$ cat config.mk
export PLATFORM = sky130hd
export DESIGN_NAME = xip_fetch_arbiter_flat
export DESIGN_NICKNAME = d
export VERILOG_FILES = /design/src/rtl/xip_fetch_arbiter_pkg.sv /design/src/rtl/xip_fetch_arbiter_if.sv /design/src/rtl/xip_fetch_arbiter_rr_arb2.sv /design/src/rtl/xip_fetch_arbiter.sv /design/src/flat_wrapper.sv
export SDC_FILE = /design/constraint.sdc
export NUM_CORES = 1
export LEC_CHECK = 0
export ABC_AREA = 1
export BUFFER_PORTS_ARGS = -buffer_cell sky130_fd_sc_hd__clkbuf_2
export CAP_MARGIN = 20
export CORE_UTILIZATION = 47
export DETAILED_ROUTE_END_ITERATION = 10
export GPL_ROUTABILITY_DRIVEN = 0
export PLACE_DENSITY_LB_ADDON = 0.3
export RECOVER_POWER = 50
export SLEW_MARGIN = 20
export SYNTH_ARGS = -nofsm -noshare
export SYNTH_HDL_FRONTEND = slang
export SYNTH_SLANG_ARGS = --single-unit
$ cat constraint.sdc
create_clock -name HCLK -period 1.7 [get_ports HCLK]
set_clock_uncertainty 0.2 [all_clocks]
set_input_delay 0.085 -clock HCLK [delete_from_list [all_inputs] [get_ports HCLK]]
set_output_delay 0.085 -clock HCLK [all_outputs]
set_load 0.05 [all_outputs]
$ cat src/rtl/xip_fetch_arbiter_pkg.sv
// xip_pkg: shared constants and FSM state type for the XIP fetch arbiter.
//   AHB encodings used by the single-read master, the default flash
//   address width and the arbiter FSM state enum.
package xip_pkg;

  localparam int XIP_ADDR_W = 24;
  localparam int HADDR_W    = 36;

  localparam logic [1:0] HTRANS_IDLE   = 2'b00;
  localparam logic [1:0] HTRANS_NONSEQ = 2'b10;
  localparam logic [2:0] HSIZE_64      = 3'b011;
  localparam logic [2:0] HBURST_SINGLE = 3'b000;

  typedef enum logic [2:0] {
    IDLE = 3'd0,
    HIT  = 3'd1,
    ADDR = 3'd2,
    DATA = 3'd3,
    RESP = 3'd4
  } xip_state_e;

endpackage

$ cat src/rtl/xip_fetch_arbiter_if.sv
// xip_ahb_if: AHB-lite read segment between the fetch arbiter and the XIP
// slave.
//   master: drives HSEL/HADDR/HTRANS/HSIZE/HBURST/HWRITE, samples
//           HREADY/HRDATA.
//   slave : the mirror image.
interface xip_ahb_if;
  import xip_pkg::*;

  logic               HSEL;
  logic [HADDR_W-1:0] HADDR;
  logic [1:0]         HTRANS;
  logic [2:0]         HSIZE;
  logic [2:0]         HBURST;
  logic               HWRITE;
  logic               HREADY;
  logic [63:0]        HRDATA;

  modport master (
    output HSEL, HADDR, HTRANS, HSIZE, HBURST, HWRITE,
    input  HREADY, HRDATA
  );

  modport slave (
    input  HSEL, HADDR, HTRANS, HSIZE, HBURST, HWRITE,
    output HREADY, HRDATA
  );
endinterface

$ cat src/rtl/xip_fetch_arbiter_rr_arb2.sv
// xip_rr_arb2: two-way round-robin picker.
//   clk, rst : clock, synchronous active-high reset
//   i_req    : request vector {port1, port0}
//   i_grant  : the grant is taken this cycle; record the winner
//   o_any    : at least one request present
//   o_win    : winning port index
// r_rr_last resets to 1 so port 0 wins the first tie.
module xip_rr_arb2 (
  input  logic       clk,
  input  logic       rst,
  input  logic [1:0] i_req,
  input  logic       i_grant,
  output logic       o_any,
  output logic       o_win
);
  logic r_rr_last;

  assign o_any = |i_req;
  // On a tie the port that did not win last time takes it.
  assign o_win = (&i_req) ? ~r_rr_last : i_req[1];

  always_ff @(posedge clk) begin
    if (rst)          r_rr_last <= 1'b1;
    else if (i_grant) r_rr_last <= o_win;
  end
endmodule

$ cat src/rtl/xip_fetch_arbiter.sv
// xip_fetch_arbiter: shares the QPI XIP read engine between instruction
// fetch (port 0) and data load (port 1). Issues 64-bit AHB SINGLE reads
// and keeps a one-doubleword line buffer for repeat hits.
//   HCLK, HRESET          : clock, synchronous active-high reset
//   reqN_valid/reqN_addr  : request, held until rspN_valid
//   rspN_valid            : one-cycle response pulse
//   rsp_data              : shared response doubleword
//   flush                 : invalidate line buffer
//   xip_ready             : sticky, set by first HREADY=1 after reset
//   ahb                   : AHB master toward the XIP slave
module xip_fetch_arbiter
  import xip_pkg::*;
#(
  parameter int ADDR_W = XIP_ADDR_W,
  parameter bit BUF_EN = 1'b1
) (
  input  logic              HCLK,
  input  logic              HRESET,
  input  logic              req0_valid,
  input  logic [ADDR_W-1:0] req0_addr,
  output logic              rsp0_valid,
  input  logic              req1_valid,
  input  logic [ADDR_W-1:0] req1_addr,
  output logic              rsp1_valid,
  output logic [63:0]       rsp_data,
  input  logic              flush,
  output logic              xip_ready,
  xip_ahb_if.master         ahb
);
  localparam int DW_W = ADDR_W - 3;

  xip_state_e      r_state, w_nxt;
  logic            r_win;
  logic [DW_W-1:0] r_adw;        // latched doubleword address of the grant
  logic            r_buf_vld;
  logic [DW_W-1:0] r_buf_tag;
  logic [63:0]     r_buf_data;
  logic [63:0]     r_rsp_data;
  logic            r_xip_ready;

  logic [1:0]      w_req;
  logic            w_any, w_arb_win, w_grant, w_hit, w_issue, w_cap;
  logic [DW_W-1:0] w_req_dw;
  logic            w_unused;

  assign w_req = {req1_valid, req0_valid};

  xip_rr_arb2 u_arb (
    .clk     (HCLK),
    .rst     (HRESET),
    .i_req   (w_req),
    .i_grant (w_grant),
    .o_any   (w_any),
    .o_win   (w_arb_win)
  );

  // Byte offset within the doubleword never reaches the bus.
  assign w_unused = ^{req0_addr[2:0], req1_addr[2:0]};
  assign w_req_dw = w_arb_win ? req1_addr[ADDR_W-1:3] : req0_addr[ADDR_W-1:3];
  // A flush in the grant cycle already disqualifies the buffer.
  assign w_hit    = BUF_EN && r_buf_vld && (r_buf_tag == w_req_dw) && !flush;
  assign w_cap    = (r_state == DATA) && ahb.HREADY;

  always_comb begin
    w_nxt   = r_state;
    w_grant = 1'b0;
    w_issue = 1'b0;
    case (r_state)
      IDLE: if (w_any) begin
        w_grant = 1'b1;
        w_nxt   = w_hit ? HIT : ADDR;
      end
      HIT:  w_nxt = RESP;
      // Slave holds HREADY low during flash init; no address phase until
      // xip_ready has been seen.
      ADDR: if (r_xip_ready && ahb.HREADY) begin
        w_issue = 1'b1;
        w_nxt   = DATA;
      end
      DATA: if (ahb.HREADY) w_nxt = RESP;
      RESP: w_nxt = IDLE;
      default: w_nxt = IDLE;
    endcase
  end

  always_ff @(posedge HCLK) begin
    if (HRESET) begin
      r_state     <= IDLE;
      r_win       <= 1'b0;
      r_adw       <= '0;
      r_buf_vld   <= 1'b0;
      r_buf_tag   <= '0;
      r_buf_data  <= '0;
      r_rsp_data  <= '0;
      r_xip_ready <= 1'b0;
    end else begin
      r_state     <= w_nxt;
      r_xip_ready <= r_xip_ready | ahb.HREADY;
      if (w_grant) begin
        r_win <= w_arb_win;
        r_adw <= w_req_dw;
      end
      if (r_state == HIT) r_rsp_data <= r_buf_data;
      if (w_cap) begin
        r_rsp_data <= ahb.HRDATA;
        r_buf_data <= ahb.HRDATA;
        r_buf_tag  <= r_adw;
      end
      // Flush wins over a coincident fill: data delivered, line stays invalid.
      if (flush)      r_buf_vld <= 1'b0;
      else if (w_cap) r_buf_vld <= 1'b1;
    end
  end

  assign rsp0_valid = (r_state == RESP) && !r_win;
  assign rsp1_valid = (r_state == RESP) &&  r_win;
  assign rsp_data   = r_rsp_data;
  assign xip_ready  = r_xip_ready;

  always_comb begin
    ahb.HADDR = '0;
    if (r_state == ADDR) ahb.HADDR[ADDR_W-1:3] = r_adw;
  end

  assign ahb.HSEL   = w_issue;
  assign ahb.HTRANS = w_issue ? HTRANS_NONSEQ : HTRANS_IDLE;
  assign ahb.HSIZE  = HSIZE_64;
  assign ahb.HBURST = HBURST_SINGLE;
  assign ahb.HWRITE = 1'b0;
endmodule

$ cat src/flat_wrapper.sv
// flat-port wrapper written by rule: the top's interface ports become plain ports
module xip_fetch_arbiter_flat import xip_pkg::*;
#(
  parameter int ADDR_W = XIP_ADDR_W,
  parameter bit BUF_EN = 1'b1
)
  (HCLK, HRESET, req0_valid, req0_addr, rsp0_valid, req1_valid, req1_addr, rsp1_valid, rsp_data, flush, xip_ready, ahb_HSEL, ahb_HADDR, ahb_HTRANS, ahb_HSIZE, ahb_HBURST, ahb_HWRITE, ahb_HREADY, ahb_HRDATA);
  xip_ahb_if ahb_i ();
  input  logic HCLK;
  input  logic HRESET;
  input  logic req0_valid;
  input  logic [ADDR_W-1:0] req0_addr;
  output logic rsp0_valid;
  input  logic req1_valid;
  input  logic [ADDR_W-1:0] req1_addr;
  output logic rsp1_valid;
  output logic [63:0] rsp_data;
  input  logic flush;
  output logic xip_ready;
  output wire logic [$bits(ahb_i.HSEL)-1:0] ahb_HSEL;
  output wire logic [$bits(ahb_i.HADDR)-1:0] ahb_HADDR;
  output wire logic [$bits(ahb_i.HTRANS)-1:0] ahb_HTRANS;
  output wire logic [$bits(ahb_i.HSIZE)-1:0] ahb_HSIZE;
  output wire logic [$bits(ahb_i.HBURST)-1:0] ahb_HBURST;
  output wire logic [$bits(ahb_i.HWRITE)-1:0] ahb_HWRITE;
  input wire logic [$bits(ahb_i.HREADY)-1:0] ahb_HREADY;
  input wire logic [$bits(ahb_i.HRDATA)-1:0] ahb_HRDATA;
  assign ahb_HSEL = ahb_i.HSEL;
  assign ahb_HADDR = ahb_i.HADDR;
  assign ahb_HTRANS = ahb_i.HTRANS;
  assign ahb_HSIZE = ahb_i.HSIZE;
  assign ahb_HBURST = ahb_i.HBURST;
  assign ahb_HWRITE = ahb_i.HWRITE;
  assign ahb_i.HREADY = ahb_HREADY;
  assign ahb_i.HRDATA = ahb_HRDATA;
  xip_fetch_arbiter #(.ADDR_W(ADDR_W), .BUF_EN(BUF_EN)) u_core (.HCLK(HCLK), .HRESET(HRESET), .req0_valid(req0_valid), .req0_addr(req0_addr), .rsp0_valid(rsp0_valid), .req1_valid(req1_valid), .req1_addr(req1_addr), .rsp1_valid(rsp1_valid), .rsp_data(rsp_data), .flush(flush), .xip_ready(xip_ready), .ahb(ahb_i));
endmodule
Word-level counts from Yosys, hierarchy flattened. Index checks and enable logic that the tools add are counted.

Reductions and logical operators: 14. Equal/unequal tests: 8. Bitwise gates (word level): 2. Mux-type cells: 15.

Operator list (count): $mux 64 (2); $mux 21 (2); $eq 21x21->1 (1); $pmux 3 s4 (1); $mux 3 (3); $eq 3x2->1 const B (2); $logic_and 1x1->1 (6); $mux 1 (5); $mux 2 (2); $ne 2x2->1 const B (2); $reduce_or 2->1 (2); $eq 3x1->1 const B (1); $eq 3x3->1 const B (1); $logic_not 3->1 (1); $reduce_and 3->1 (1); $logic_not 1->1 (2); $ne 2x1->1 const B (1); $reduce_and 2->1 (1); $reduce_bool 2->1 (1); $not 1->1 (1); $or 1x1->1 (1).

Word-level logic and storage cells: 48. Bits in registers: 177. Output and inout bits: 113. Input port bits: 118.

Depth between registers and ports, before layout.
Word-level depth: 9. Gate-level depth with buffers: 15. Gate-level depth less buffers: 14.

Hierarchy. Synthesis repeated with hierarchy kept, for this count alone.

Cell total of the unflattened synthesis: 995. Area, all modules: 7564.8 sq um.

By module, submodules not included: xip_fetch_arbiter (seq. area each 3523.4 sq um, times used 1, area an instance 7509.7 sq um, cells an instance 987); xip_rr_arb2 (seq. area each 20.0 sq um, times used 1, area an instance 55.1 sq um, cells an instance 8).

Least setup slack after synthesis. OpenSTA, ideal clock, no wires.

Path kind: reg2out. Start point: register u_core.r_xip_ready, in the netlist u_core.xip_ready. End point: output port ahb_HTRANS[1]. Buffers on the path: 1. Stages on the path, launching flop included: 4. Slack: -0.863 ns. Required time: 1.415 ns. Data arrival time: 2.278 ns. Path through: dfxtp_1 -> inv_1 -> nor3_1 -> buf_4.

Longest elaborated chain between the ends: 4.

RTL lines: start: declaration (line xip_fetch_arbiter.sv:39) `logic r_xip_ready;`; start signal: assignment (line xip_fetch_arbiter.sv:98) `r_xip_ready <= r_xip_ready | ahb.HREADY;`; $logic_and 1x1->1 (line xip_fetch_arbiter.sv:76) `ADDR: if (r_xip_ready && ahb.HREADY) begin`; $mux 1 (line xip_fetch_arbiter.sv:76); $mux 1 (line xip_fetch_arbiter.sv:68) `case (r_state)`; net ahb_HSEL (line flat_wrapper.sv:20) `output wire logic [$bits(ahb_i.HSEL)-1:0] ahb_HSEL;`; $mux 2 (line xip_fetch_arbiter.sv:126) `assign ahb.HTRANS = w_issue ? HTRANS_NONSEQ : HTRANS_IDLE;`; end: declaration (line flat_wrapper.sv:22) `output wire logic [$bits(ahb_i.HTRANS)-1:0] ahb_HTRANS;`.

The timed path passes the listed nets, and every way through them passes these cells.

Final worst setup path.
Start point: register u_core.u_arb.r_rr_last. End point: register u_core.r_state[1].

Longest elaborated chain between the ends: 9.

RTL lines: start: declaration (line xip_fetch_arbiter_rr_arb2.sv:16) `logic r_rr_last;`; start signal: assignment (line xip_fetch_arbiter_rr_arb2.sv:24) `else if (i_grant) r_rr_last <= o_win;`; $not 1->1 (line xip_fetch_arbiter_rr_arb2.sv:20) `assign o_win = (&i_req) ? ~r_rr_last : i_req[1];`; $mux 1 (line xip_fetch_arbiter_rr_arb2.sv:20); $mux 21 (line xip_fetch_arbiter.sv:59) `assign w_req_dw = w_arb_win ? req1_addr[ADDR_W-1:3] : req0_addr[ADDR_W-1:3];`; $eq 21x21->1 (line xip_fetch_arbiter.sv:61) `assign w_hit = BUF_EN && r_buf_vld && (r_buf_tag == w_req_dw) && !flush;`; $logic_and 1x1->1 (2 in a row) (line xip_fetch_arbiter.sv:61); $mux 2 (line xip_fetch_arbiter.sv:71) `w_nxt = w_hit ? HIT : ADDR;`; $mux 3 (line xip_fetch_arbiter.sv:69) `IDLE: if (w_any) begin`; $pmux 3 s4 (line xip_fetch_arbiter.sv:68); end signal: assignment (line xip_fetch_arbiter.sv:97) `r_state <= w_nxt;`; end: declaration (line xip_fetch_arbiter.sv:32) `xip_state_e r_state, w_nxt;`.

No other way between the ends. The select of a mux whose other input is x is not followed. A chain may end at the register's enable or synchronous reset.

==> run summary <==
Num rows: 46
RSZ-0062 raised after global routing: yes
CP peak stage delay: 0.39 ns
Hold_sp: req1_addr[15]
Failing checks: setup timing
Hold Crit Class: input pin to flip-flop
H-tree depth: 4
Gr usage total: 32.51%
CP delay by family, top: simple AND/OR/NAND/NOR gates
Worst Path Buf+Inv: 1
Buffer type at the clock tree root: clkbuf_16
First-pass GRT wire length: 41.45 mm
Crit-path max FO: 9
Core area: 15890 um^2
Non-Filler Instances: 1659
CP Depth: 13
Synthesized flop and latch total: 177
Setup CP Type: flip-flop to flip-flop
Ys Warns: 0
Routed vias/inst: 5.307
Drt pass-1 iters: 5
Placed cells: 1452
Die area: 16750 um^2
# Max-Cap Violations: 0
PnR worst setup slack: -0.4544 ns
Area added between synthesis and finish: 75.83%
CP Launch Type: flip-flop
Setup crit end kind: flip-flop
Fin nets: 1548
Critical-path top delay cell: dfxtp_4
Yosys cell types: 30
Share of cells above drive strength 1: 37.21%
IO buf count: 201
WL per Instance: 18.33 um
DRC viols: 0
Largest net degree at the start of global routing: 80
R2R depth: 13
Crit-path most repeated cell: nand2_1
Data required, critical path: 1.81 ns
FF-to-FF Start: u_core.u_arb.r_rr_last
Hold EP: u_core.r_adw[12]
Vias post-DR: 8804
Final number of setup-violating endpoints: 179
Clock slew at reported path FFs: 0.07 ns
Worst-path cell chain: nand2_8, clkbuf_16, nand3_1, nand3_1, nand2_1, nor2_1, nand2_1, nor2_2, nand3_1, nand2_1, nand2_1, nand2_2, a21oi_2
Post-place setup slack: -0.2305 ns
Initial DRC count: 722
Total grt overflow: 0
Final wirelength: 30.40 mm
Result of the run: finished, violations left
Sequential fraction of the synthesis area: 46.43%
CTS Sinks: 177
Post-DRT Antenna Nets: 0
Syn avg cell area: 7.518 um^2
Detailed placement HPWL: 12.85 mm
CTS tree: yes
Pwr/cell area: 1104 nW/um^2
Leakage: 6.389 nW
Chip width: 129.4 um
Slew HR: 56.49%
Die H: 129.4 um
Initial antenna violation count: 0
Starting density of the core: 48.04%
Vias in the first global route: 8314
Final Max Tran Viols: 0
CTS buffer count: 17
N_diodes: 0
Max Clk Rate: 464.2 MHz
Syn Inst Count: 1015
Post-route clock period utilization: 126.7%
Synthesized area: 7631 um^2
Skew-Pair Late Insertion Delay: 0.44 ns
Worst hold stages: 6
R2r endpoint: u_core.r_state[1]
Measured slew at the worst slew-check pin: 0.6554 ns
FF-to-FF setup slack: -0.45 ns
CTS Buffer Depth: 2
Min Tclk post-route: 2.154 ns
Final hold vios: 0
IO Count: 231
Max VDD drop: 0.8867 mV
Crit path arrival time: 2.27 ns
==> through the flow <==
step | area, um^2 | hold WS [ns] | util, % | power, mW | setup TNS (ns)
6_report | 13420 | 0.008050 | 84.47 | 14.81 | -30.31
5_1_grt | 13420 | 0.02849 | 84.47 | 15.30 | -41.52
4_1_cts | 12690 | 0.002028 | 79.87 | 13.97 | -16.04
3_5_place_dp | 9392 | 0.07415 | 59.12 | 8.058 | -7.581
3_3_place_gp | 9392 | 0.06865 | 59.12 | 8.023 | -6.951
2_1_floorplan | 7757 | -0.03653 | - | 6.908 | -3.602
==> report_power, final <==
group / internal [mW] / total, mW / switching, mW
Combinational: 2.75 / 6.05 / 3.30
Sequential: 4.48 / 4.76 / 0.282
Clock: 2.09 / 4.00 / 1.91
==> cells in the mapped netlist <==
cell | instances | area, um^2
nand2_4 | 1 | 11.26
nand2_1 | 215 | 807.0
nor3_1 | 2 | 10.01
nor3_2 | 1 | 10.01
or2_2 | 1 | 6.260
buf_1 | 1 | 3.750
o21ai_0 | 35 | 175.2
nand3b_1 | 2 | 15.01
buf_2 | 19 | 95.09
o21ai_1 | 64 | 320.3
dfxtp_1 | 177 | 3543
o21ai_2 | 2 | 17.52
o211ai_1 | 1 | 7.510
inv_1 | 134 | 503.0
clkinv_1 | 1 | 3.750
nor2_1 | 114 | 427.9
nand2_2 | 1 | 6.260
a211oi_1 | 10 | 75.07
a21oi_1 | 27 | 135.1
nand2_8 | 1 | 20.02
buf_4 | 33 | 247.7
nand4_1 | 1 | 6.260
a31oi_1 | 10 | 62.56
inv_2 | 1 | 3.750
a21oi_2 | 1 | 8.760
buf_6 | 4 | 45.04
conb_1 | 2 | 7.510
clkbuf_1 | 28 | 105.1
nand3_1 | 62 | 310.3
mux2i_1 | 64 | 640.6
==> sequential cells by signal (all words and copies together) (netlist names) <==
| register | cells |
|---|---|
| u_core.r_buf_data | 64 |
| u_core.rsp_data | 64 |
| u_core.r_adw | 21 |
| u_core.r_buf_tag | 21 |
| u_core.r_state | 3 |
| u_core.r_buf_vld | 1 |
| u_core.r_win | 1 |
| u_core.u_arb.r_rr_last | 1 |
| u_core.xip_ready | 1 |
==> worst register-to-register path: stages, from the launching register on <==
cell       delay [ns]
dfxtp_4          0.39
nand2_8          0.14
clkbuf_16        0.17
nand3_1          0.10
nand3_1          0.12
nand2_1          0.09
nor2_1           0.18
nand2_1          0.12
nor2_2           0.16
nand3_1          0.09
nand2_1          0.07
nand2_1          0.06
nand2_2          0.09
a21oi_2          0.05
==> cells in the final DEF, fill, tap and decap left out, types with 4 or more instances in the layout <==
cell and instances:
nand2_2 43, nand2_8 9, nand3_1 47, dfxtp_1 173, nand2_4 9, conb_1 23, o21ai_0 24, buf_8 22
a21oi_1 24, buf_4 75, clkbuf_16 21, o21ai_1 50, a31oi_1 9, nor2_2 26, inv_2 4, nand3_4 5
mux2i_2 16, nor2_1 83, nor2_4 5, inv_1 129, clkbuf_1 35, mux2i_4 22, dlygate4sd3_1 103, buf_6 19
buf_16 24, nand3_2 10, o21ai_2 26, nand2_1 166, buf_12 26, mux2i_1 26, clkbuf_2 140, a211oi_1 10
==> area by class of cell <==
| class | instances | area [um^2] |
|---|---|---|
| clock inverters | 15 | 171.4 |
| multi-input cells | 647 | 4194 |
| flip-flops and latches | 177 | 3556 |
| clock buffers | 17 | 425.4 |
| well taps | 216 | 270.3 |
| inverters | 136 | 516.7 |
| repair buffers | 451 | 4284 |
| fillers | 834 | 2467 |
==> kinds of logic (layout without fill, tap and decap cells) <==
kind of cell | count (synthesis) | in the layout | synth area share (%)
other | 2 | 23 | 0.09841
AOI/OAI and AO/OA | 150 | 150 | 10.51
buffers and inverters | 221 | 619 | 13.20
DFF | 177 | 177 | 46.43
and+or+nand+nor | 401 | 410 | 21.36
muxes | 64 | 64 | 8.395
==> worst max-delay path by stage <==
stage	start	end	slack, ns
2_1_floorplan	u_core.r_state[1]	ahb_HADDR[13]	-0.18
3_3_place_gp	u_core.u_arb.r_rr_last	u_core.r_state[1]	-0.17
3_5_place_dp	u_core.u_arb.r_rr_last	u_core.r_state[1]	-0.23
4_1_cts	u_core.r_state[1]	ahb_HSEL	-0.34
5_1_grt	u_core.u_arb.r_rr_last	u_core.r_state[1]	-0.54
6_report	u_core.u_arb.r_rr_last	u_core.r_state[1]	-0.45
==> repair_timing <==
action,4_1_cts,5_1_grt
pin swaps,33,32
buffers inserted,26,13
hold buffers,102,1
cloned,29,8
hold endpoints to repair,152,1
endpoints found under the setup margin,118,175
gates resized for setup,191,159
==> per-layer routing <==
metal	wire [um]	part of all wire, %	up-vias	GRT usage (%)
li1	-	-	4014	-
met1	11150	37	4144	36.71
met2	15370	51	479	58.13
met3	2260	7.4	167	7.969
met4	1617	5.3	0	14.30
met5	0	0	-	0
No activity file was read; power rests on OpenSTA's default activity.
